$ cat src/rtl/apb2_pkg.sv
// Shared APB2 definitions: FSM state encoding and the PSEL/PENABLE phase
// pattern that belongs to each state.
package apb2_pkg;

  typedef enum logic [1:0] {
    ST_IDLE   = 2'd0,
    ST_SETUP  = 2'd1,
    ST_ACCESS = 2'd2
  } apb_state_e;

  typedef struct packed {
    logic psel;
    logic penable;
  } apb_phase_t;

  localparam apb_phase_t PHASE_IDLE   = 2'b00;
  localparam apb_phase_t PHASE_SETUP  = 2'b10;
  localparam apb_phase_t PHASE_ACCESS = 2'b11;

  function automatic apb_phase_t phase_of(input apb_state_e s);
    case (s)
      ST_SETUP:  return PHASE_SETUP;
      ST_ACCESS: return PHASE_ACCESS;
      default:   return PHASE_IDLE;
    endcase
  endfunction

endpackage

$ cat src/rtl/apb2_master_arbiter_if.sv
// APB2 bus bundle between the arbitrating master and a single slave.
interface apb2_master_arbiter_if #(
  parameter int ADDR_BITS = 4,
  parameter int DATA_BITS = 8
);
  logic [ADDR_BITS-1:0] PADDR;
  logic                 PSEL;
  logic                 PENABLE;
  logic                 PWRITE;
  logic [DATA_BITS-1:0] PWDATA;
  logic [DATA_BITS-1:0] PRDATA;

  modport master (
    output PADDR, PSEL, PENABLE, PWRITE, PWDATA,
    input  PRDATA
  );

  modport slave (
    input  PADDR, PSEL, PENABLE, PWRITE, PWDATA,
    output PRDATA
  );
endinterface

$ cat src/rtl/rr_arbiter2.sv
// Two-way round-robin pick: on contention the requester not granted last
// wins; a lone requester always wins.
module rr_arbiter2 (
  input  logic valid0_i,
  input  logic valid1_i,
  input  logic last_i,
  output logic gnt_idx_o,
  output logic gnt_vld_o
);

  always_comb begin
    gnt_vld_o = valid0_i | valid1_i;
    if (valid0_i && valid1_i) begin
      gnt_idx_o = ~last_i;
    end else begin
      gnt_idx_o = valid1_i;
    end
  end

endmodule

$ cat src/rtl/apb2_master_arbiter.sv
// APB2 master shared by two requesters: round-robin acceptance in IDLE or
// ACCESS, fixed SETUP->ACCESS sequence, registered per-requester completion.
module apb2_master_arbiter
  import apb2_pkg::*;
#(
  parameter int ADDR_BITS = 4,
  parameter int DATA_BITS = 8
) (
  input  logic                 PCLK,
  input  logic                 PRESETn,

  input  logic                 req0_valid,
  input  logic                 req0_write,
  input  logic [ADDR_BITS-1:0] req0_addr,
  input  logic [DATA_BITS-1:0] req0_wdata,
  output logic                 req0_ready,
  output logic                 req0_done,
  output logic [DATA_BITS-1:0] req0_rdata,

  input  logic                 req1_valid,
  input  logic                 req1_write,
  input  logic [ADDR_BITS-1:0] req1_addr,
  input  logic [DATA_BITS-1:0] req1_wdata,
  output logic                 req1_ready,
  output logic                 req1_done,
  output logic [DATA_BITS-1:0] req1_rdata,

  apb2_master_arbiter_if.master apb
);

  apb_state_e           state_q, state_d;
  logic                 last_q, last_d;
  logic                 owner_q;
  logic [ADDR_BITS-1:0] paddr_q;
  logic                 pwrite_q;
  logic [DATA_BITS-1:0] pwdata_q;
  logic [1:0]           done_q, done_d;
  logic [DATA_BITS-1:0] rdata0_q, rdata1_q;

  logic       gnt_idx, gnt_vld;
  logic       accept;
  apb_phase_t phase;

  rr_arbiter2 u_rr (
    .valid0_i  (req0_valid),
    .valid1_i  (req1_valid),
    .last_i    (last_q),
    .gnt_idx_o (gnt_idx),
    .gnt_vld_o (gnt_vld)
  );

  // Acceptance is blocked during SETUP and while reset is held.
  assign accept = gnt_vld && (state_q != ST_SETUP) && PRESETn;

  always_ff @(posedge PCLK or negedge PRESETn) begin
    if (!PRESETn) begin
      state_q <= ST_IDLE;
    end else begin
      state_q <= state_d;
    end
  end

  always_comb begin
    state_d = state_q;
    case (state_q)
      ST_IDLE:   state_d = accept ? ST_SETUP : ST_IDLE;
      ST_SETUP:  state_d = ST_ACCESS;
      ST_ACCESS: state_d = accept ? ST_SETUP : ST_IDLE;
      default:   state_d = ST_IDLE;
    endcase
  end

  always_comb begin
    phase      = phase_of(state_q);
    req0_ready = accept && !gnt_idx;
    req1_ready = accept &&  gnt_idx;
    last_d     = accept ? gnt_idx : last_q;
    done_d     = 2'b00;
    if (state_q == ST_ACCESS) begin
      done_d = owner_q ? 2'b10 : 2'b01;
    end
  end

  // Transfer attributes are latched on acceptance and held through IDLE.
  always_ff @(posedge PCLK or negedge PRESETn) begin
    if (!PRESETn) begin
      last_q   <= 1'b1;
      owner_q  <= 1'b0;
      paddr_q  <= '0;
      pwrite_q <= 1'b0;
      pwdata_q <= '0;
    end else begin
      last_q <= last_d;
      if (accept) begin
        owner_q  <= gnt_idx;
        paddr_q  <= gnt_idx ? req1_addr  : req0_addr;
        pwrite_q <= gnt_idx ? req1_write : req0_write;
        pwdata_q <= gnt_idx ? req1_wdata : req0_wdata;
      end
    end
  end

  always_ff @(posedge PCLK or negedge PRESETn) begin
    if (!PRESETn) begin
      done_q   <= 2'b00;
      rdata0_q <= '0;
      rdata1_q <= '0;
    end else begin
      done_q <= done_d;
      if (state_q == ST_ACCESS && !pwrite_q) begin
        if (owner_q) begin
          rdata1_q <= apb.PRDATA;
        end else begin
          rdata0_q <= apb.PRDATA;
        end
      end
    end
  end

  assign apb.PSEL    = phase.psel;
  assign apb.PENABLE = phase.penable;
  assign apb.PADDR   = paddr_q;
  assign apb.PWRITE  = pwrite_q;
  assign apb.PWDATA  = pwdata_q;

  assign req0_done  = done_q[0];
  assign req1_done  = done_q[1];
  assign req0_rdata = rdata0_q;
  assign req1_rdata = rdata1_q;

endmodule

$ cat src/flat_wrapper.sv
// flat-port wrapper written by rule: the top's interface ports become plain ports
module apb2_master_arbiter_flat import apb2_pkg::*;
#(
  parameter int ADDR_BITS = 4,
  parameter int DATA_BITS = 8
)
  (PCLK, PRESETn, req0_valid, req0_write, req0_addr, req0_wdata, req0_ready, req0_done, req0_rdata, req1_valid, req1_write, req1_addr, req1_wdata, req1_ready, req1_done, req1_rdata, apb_PADDR, apb_PSEL, apb_PENABLE, apb_PWRITE, apb_PWDATA, apb_PRDATA);
  apb2_master_arbiter_if #(.ADDR_BITS(ADDR_BITS), .DATA_BITS(DATA_BITS)) apb_i ();
  input  logic PCLK;
  input  logic PRESETn;
  input  logic req0_valid;
  input  logic req0_write;
  input  logic [ADDR_BITS-1:0] req0_addr;
  input  logic [DATA_BITS-1:0] req0_wdata;
  output logic req0_ready;
  output logic req0_done;
  output logic [DATA_BITS-1:0] req0_rdata;
  input  logic req1_valid;
  input  logic req1_write;
  input  logic [ADDR_BITS-1:0] req1_addr;
  input  logic [DATA_BITS-1:0] req1_wdata;
  output logic req1_ready;
  output logic req1_done;
  output logic [DATA_BITS-1:0] req1_rdata;
  output wire logic [$bits(apb_i.PADDR)-1:0] apb_PADDR;
  output wire logic [$bits(apb_i.PSEL)-1:0] apb_PSEL;
  output wire logic [$bits(apb_i.PENABLE)-1:0] apb_PENABLE;
  output wire logic [$bits(apb_i.PWRITE)-1:0] apb_PWRITE;
  output wire logic [$bits(apb_i.PWDATA)-1:0] apb_PWDATA;
  input wire logic [$bits(apb_i.PRDATA)-1:0] apb_PRDATA;
  assign apb_PADDR = apb_i.PADDR;
  assign apb_PSEL = apb_i.PSEL;
  assign apb_PENABLE = apb_i.PENABLE;
  assign apb_PWRITE = apb_i.PWRITE;
  assign apb_PWDATA = apb_i.PWDATA;
  assign apb_i.PRDATA = apb_PRDATA;
  apb2_master_arbiter #(.ADDR_BITS(ADDR_BITS), .DATA_BITS(DATA_BITS)) u_core (.PCLK(PCLK), .PRESETn(PRESETn), .req0_valid(req0_valid), .req0_write(req0_write), .req0_addr(req0_addr), .req0_wdata(req0_wdata), .req0_ready(req0_ready), .req0_done(req0_done), .req0_rdata(req0_rdata), .req1_valid(req1_valid), .req1_write(req1_write), .req1_addr(req1_addr), .req1_wdata(req1_wdata), .req1_ready(req1_ready), .req1_done(req1_done), .req1_rdata(req1_rdata), .apb(apb_i));
endmodule
$ cat config.mk
export PLATFORM = sky130hd
export DESIGN_NAME = apb2_master_arbiter_flat
export DESIGN_NICKNAME = d
export VERILOG_FILES = /design/src/rtl/apb2_pkg.sv /design/src/rtl/apb2_master_arbiter_if.sv /design/src/rtl/rr_arbiter2.sv /design/src/rtl/apb2_master_arbiter.sv /design/src/flat_wrapper.sv
export SDC_FILE = /design/constraint.sdc
export NUM_CORES = 1
export LEC_CHECK = 0
export ABC_AREA = 1
export BUFFER_PORTS_ARGS = -buffer_cell sky130_fd_sc_hd__buf_2
export CAP_MARGIN = 20
export CORE_UTILIZATION = 50
export DETAILED_ROUTE_END_ITERATION = 10
export PLACE_DENSITY = 0.84
export SETUP_SLACK_MARGIN = 0.5
export SKIP_LAST_GASP = 1
export SLEW_MARGIN = 5
export SYNTH_ARGS = -nofsm -noshare
export SYNTH_HDL_FRONTEND = slang
export SYNTH_SLANG_ARGS = --single-unit
export TNS_END_PERCENT = 20
$ cat constraint.sdc
create_clock -name PCLK -period 2.5 [get_ports PCLK]
set_clock_uncertainty 0.1 [all_clocks]
set_input_delay 0.75 -clock PCLK [delete_from_list [all_inputs] [get_ports PCLK]]
set_output_delay 0.75 -clock PCLK [all_outputs]
set_load 0.005 [all_outputs]
==> impl_metrics.env <==
export IMPL_grt_pass1_wl_um=5850
export IMPL_outcome="finished, final reports clean"
export IMPL_final_cells=319
export IMPL_tightest_slew_ns=0.611
export IMPL_ctsRootBufferMaster="clkbuf_4"
export IMPL_rsz0062_at_grt="true"
export IMPL_synth_cell_types=18
export IMPL_finalMaxSlewViolations=0
export IMPL_dpl_cell_count=307
export IMPL_n_antenna_cell=0
export IMPL_design_core_area_um2=3050
export IMPL_slew_headroom_pct=59.3
export IMPL_crit_type="reg2out"
export IMPL_cp_arrival_ns=1.30
export IMPL_seqPwrFrac_pct=42.4
export IMPL_cts_sinks=35
export IMPL_vdd_drop_max_mv=0.667
export IMPL_hold_buffers=0
export IMPL_wire_per_inst_um=11.2
export IMPL_synth_top_family_by_area="simple AND/OR/NAND/NOR gates"
export IMPL_grt_max_degree=36
export IMPL_muxShareOfSynthArea_pct=0
export IMPL_avgSynthCellArea_um2=8.34
export IMPL_power_density_nw_per_um2=948
export IMPL_insertion_delay_ns=0.34
export IMPL_p_leak_uw=0.00131
export IMPL_cp_cell_sequence="inv_2 -> ha_4 -> inv_4 -> nand3_4 -> nor2_4 -> buf_2"
export IMPL_synth_compound_area_share_pct=5.52
export IMPL_place_area_um2=2040
export IMPL_synth_fa_ha_area_share_pct=3.89
export IMPL_critical_path_slowest_cell="dfrtp_1"
export IMPL_hpwl_um=2450
export IMPL_fin_setup_tns_ns=0
export IMPL_syn_area_um2=1610
export IMPL_vias=1496
export IMPL_switchingPower_uw=679
export IMPL_hold_ws_ns=0.385
export IMPL_fin_crit_ns=2.15
export IMPL_die_area_um2=3450
export IMPL_pre_cts_ws_ns=0.308
export IMPL_drive_above_1_share_pct=39.6
export IMPL_clk_pin_slew_ns=0.11
export IMPL_numCtsBuffers=5
export IMPL_yosysSeqAreaShare_pct=54.5
export IMPL_hold_viol_final=0
export IMPL_drt_first_pass_iters=4
export IMPL_synth_net_count=236
export IMPL_grt_pass1_vias=1394
export IMPL_setup_viol=0
export IMPL_ys_warn_count=0
export IMPL_worst_slack_ns=0.354
export IMPL_finalNetCount=317
export IMPL_clkPwrFrac_pct=23.6
export IMPL_gp_congestion=0.737
export IMPL_cts_path_max_buffers=2
export IMPL_startpoint_type="register"
export IMPL_synth_cells=193
export IMPL_drcViolationCount=0
export IMPL_antenna_left=0
export IMPL_grtUsageTotal_pct=22.8
export IMPL_finalCritPeriodShare_pct=85.9
export IMPL_crit_buf_inv=3
export IMPL_synth_simple_area_share_pct=28.6
export IMPL_fmax_ghz=0.466
export IMPL_die_h_um=58.7
export IMPL_crit_required_ns=1.65
export IMPL_drt_iter0_drc=45
export IMPL_max_stage_delay_ns=0.39
export IMPL_via_per_inst=4.69
export IMPL_stdcell_area_um2=2230
export IMPL_synth_xor_xnor_area_share_pct=0
export IMPL_numPortBuffers=72
export IMPL_rows=20
export IMPL_cp_max_fo=2
export IMPL_internal_power_uw=1440
export IMPL_ys_ff_latch=35
export IMPL_grt_overflow_total=0
export IMPL_path_delay_family="flip-flops"
export IMPL_endpoint_kind="primary output"
export IMPL_area_growth_pct=38.9
export IMPL_start_util_pct=52.7
export IMPL_combPwrFrac_pct=34.1
export IMPL_wl_um=3560
export IMPL_hp_class="reg2reg"
export IMPL_antenna_found_initial=0
export IMPL_htree_levels=2
export IMPL_drv_cap=0
export IMPL_dieWidth_um=58.7
export IMPL_switching_share_pct=32.0
export IMPL_ios=73
export IMPL_cts_tree="yes"
==> cell type report <==
cell class | instances | area [um^2]
clock buffer | 6 | 41.3
clock inverter | 2 | 60.1
timing repair buffer | 81 | 434
sequential | 35 | 877
multi-input combinational | 133 | 679
tap | 44 | 55.1
inverter | 18 | 87.6
fill | 252 | 818
==> metrics by stage <==
step / total power, uW / utilization [%]
global route: 2280 / 73.2
floorplan: 1250 / -
detailed placement: 1560 / 66.9
finish: 2120 / 73.2
CTS: 2110 / 72.4
global placement: 1540 / 66.9
==> cells by family (layout without fill, tap and decap cells) <==
family,Yosys count,in the layout
AO/OA/AOI/OAI,17,17
AND/OR/NAND/NOR,111,111
adder cells (fa/ha/maj),5,5
flip-flops,35,35
buffers and inverters,25,107
==> layout by cell type, fill, tap and decap left out, types with 2 or more instances in the layout <==
cell	synthesis	routed
nand2_1	90	87
buf_2	3	71
dfrtp_1	34	34
nand3_1	13	13
o21ai_0	13	13
inv_1	16	11
buf_4	2	9
clkbuf_4	0	5
nand2_4	0	4
inv_2	2	3
inv_4	0	3
o21ai_1	3	3
ha_1	5	3
nor2_4	0	2
ha_4	0	2
bufinv_16	0	2
==> worst register-to-register path, stage by stage, from the launching register on <==
cell and delay (ns):
dfrtp_1 0.43, buf_6 0.14, inv_4 0.06, ha_1 0.19, nand2_1 0.08, inv_2 0.06
nand2_1 0.28, nand2_1 0.17, o21ai_0 0.12
==> power by group through the flow <==
stage	Sequential [uW]	Clock, uW	Combinational [uW]
2_1_floorplan	926	0	327
3_3_place_gp	902	0	639
3_5_place_dp	906	0	656
4_1_cts	896	503	712
5_1_grt	922	534	823
6_report	897	499	722
==> synth_stat cells <==
master / instances / share of area [%]
nor2_1: 3 / 0.70
buf_2: 3 / 0.93
dfrtp_1: 34 / 53
inv_1: 16 / 3.7
nand2_2: 2 / 0.78
nor3_2: 1 / 0.62
buf_4: 2 / 0.93
nand3_1: 13 / 4.0
o21ai_1: 3 / 0.93
ha_1: 5 / 3.9
inv_2: 2 / 0.47
dfstp_2: 1 / 1.6
nor2_2: 1 / 0.39
nand3_4: 1 / 1.1
a21oi_2: 1 / 0.54
buf_6: 2 / 1.4
o21ai_0: 13 / 4.0
nand2_1: 90 / 21
==> path summary, 6_finish.rpt <==
| check | start | end | slack (ns) | cells past startpoint |
|---|---|---|---|---|
| max | u_core.state_q[1]$_DFF_PN0_ | req0_ready | 0.35 | 6 |
| min | u_core.apb.PWDATA[4]$_DFFE_PN0P_ | u_core.apb.PWDATA[4]$_DFFE_PN0P_ | 0.39 | 2 |
| max reg2reg | u_core.state_q[0]$_DFF_PN0_ | u_core.req1_rdata[4]$_DFFE_PN0P_ | 0.75 | 8 |
| min reg2reg | u_core.apb.PWDATA[4]$_DFFE_PN0P_ | u_core.apb.PWDATA[4]$_DFFE_PN0P_ | 0.39 | 2 |
| max in group asynchronous | PRESETn | u_core.last_q$_DFFE_PN1P_ | 1.52 | 2 |
| min in group asynchronous | PRESETn | u_core.state_q[1]$_DFF_PN0_ | 0.45 | 2 |
==> layer usage <==
metal / global-route usage [%] / up-vias / wire (um)
met1: 27.5 / 694 / 1530
li1: - / 752 / -
met2: 37.8 / 38 / 1780
met4: 11.9 / 0 / 90
met5: 0 / - / 0
met3: 5.71 / 12 / 157
==> state kept, by name (all words and copies together) (netlist names) <==
signal and count:
u_core.req0_rdata 8, u_core.apb.PWDATA 8, u_core.apb.PWRITE 1, u_core.apb.PADDR 4, u_core.owner_q 1, u_core.req1_rdata 8, u_core.state_q 2, u_core.done_q 2
u_core.last_q 1
==> repair_timing <==
| item | 4_1_cts | 5_1_grt |
|---|---|---|
| gates resized for setup | 14 | 2 |
| buffers inserted | 2 | 2 |
| pin swaps | 4 | 2 |
| endpoints found under the setup margin | 3 | 4 |
Power figures use the tool's default switching activity.
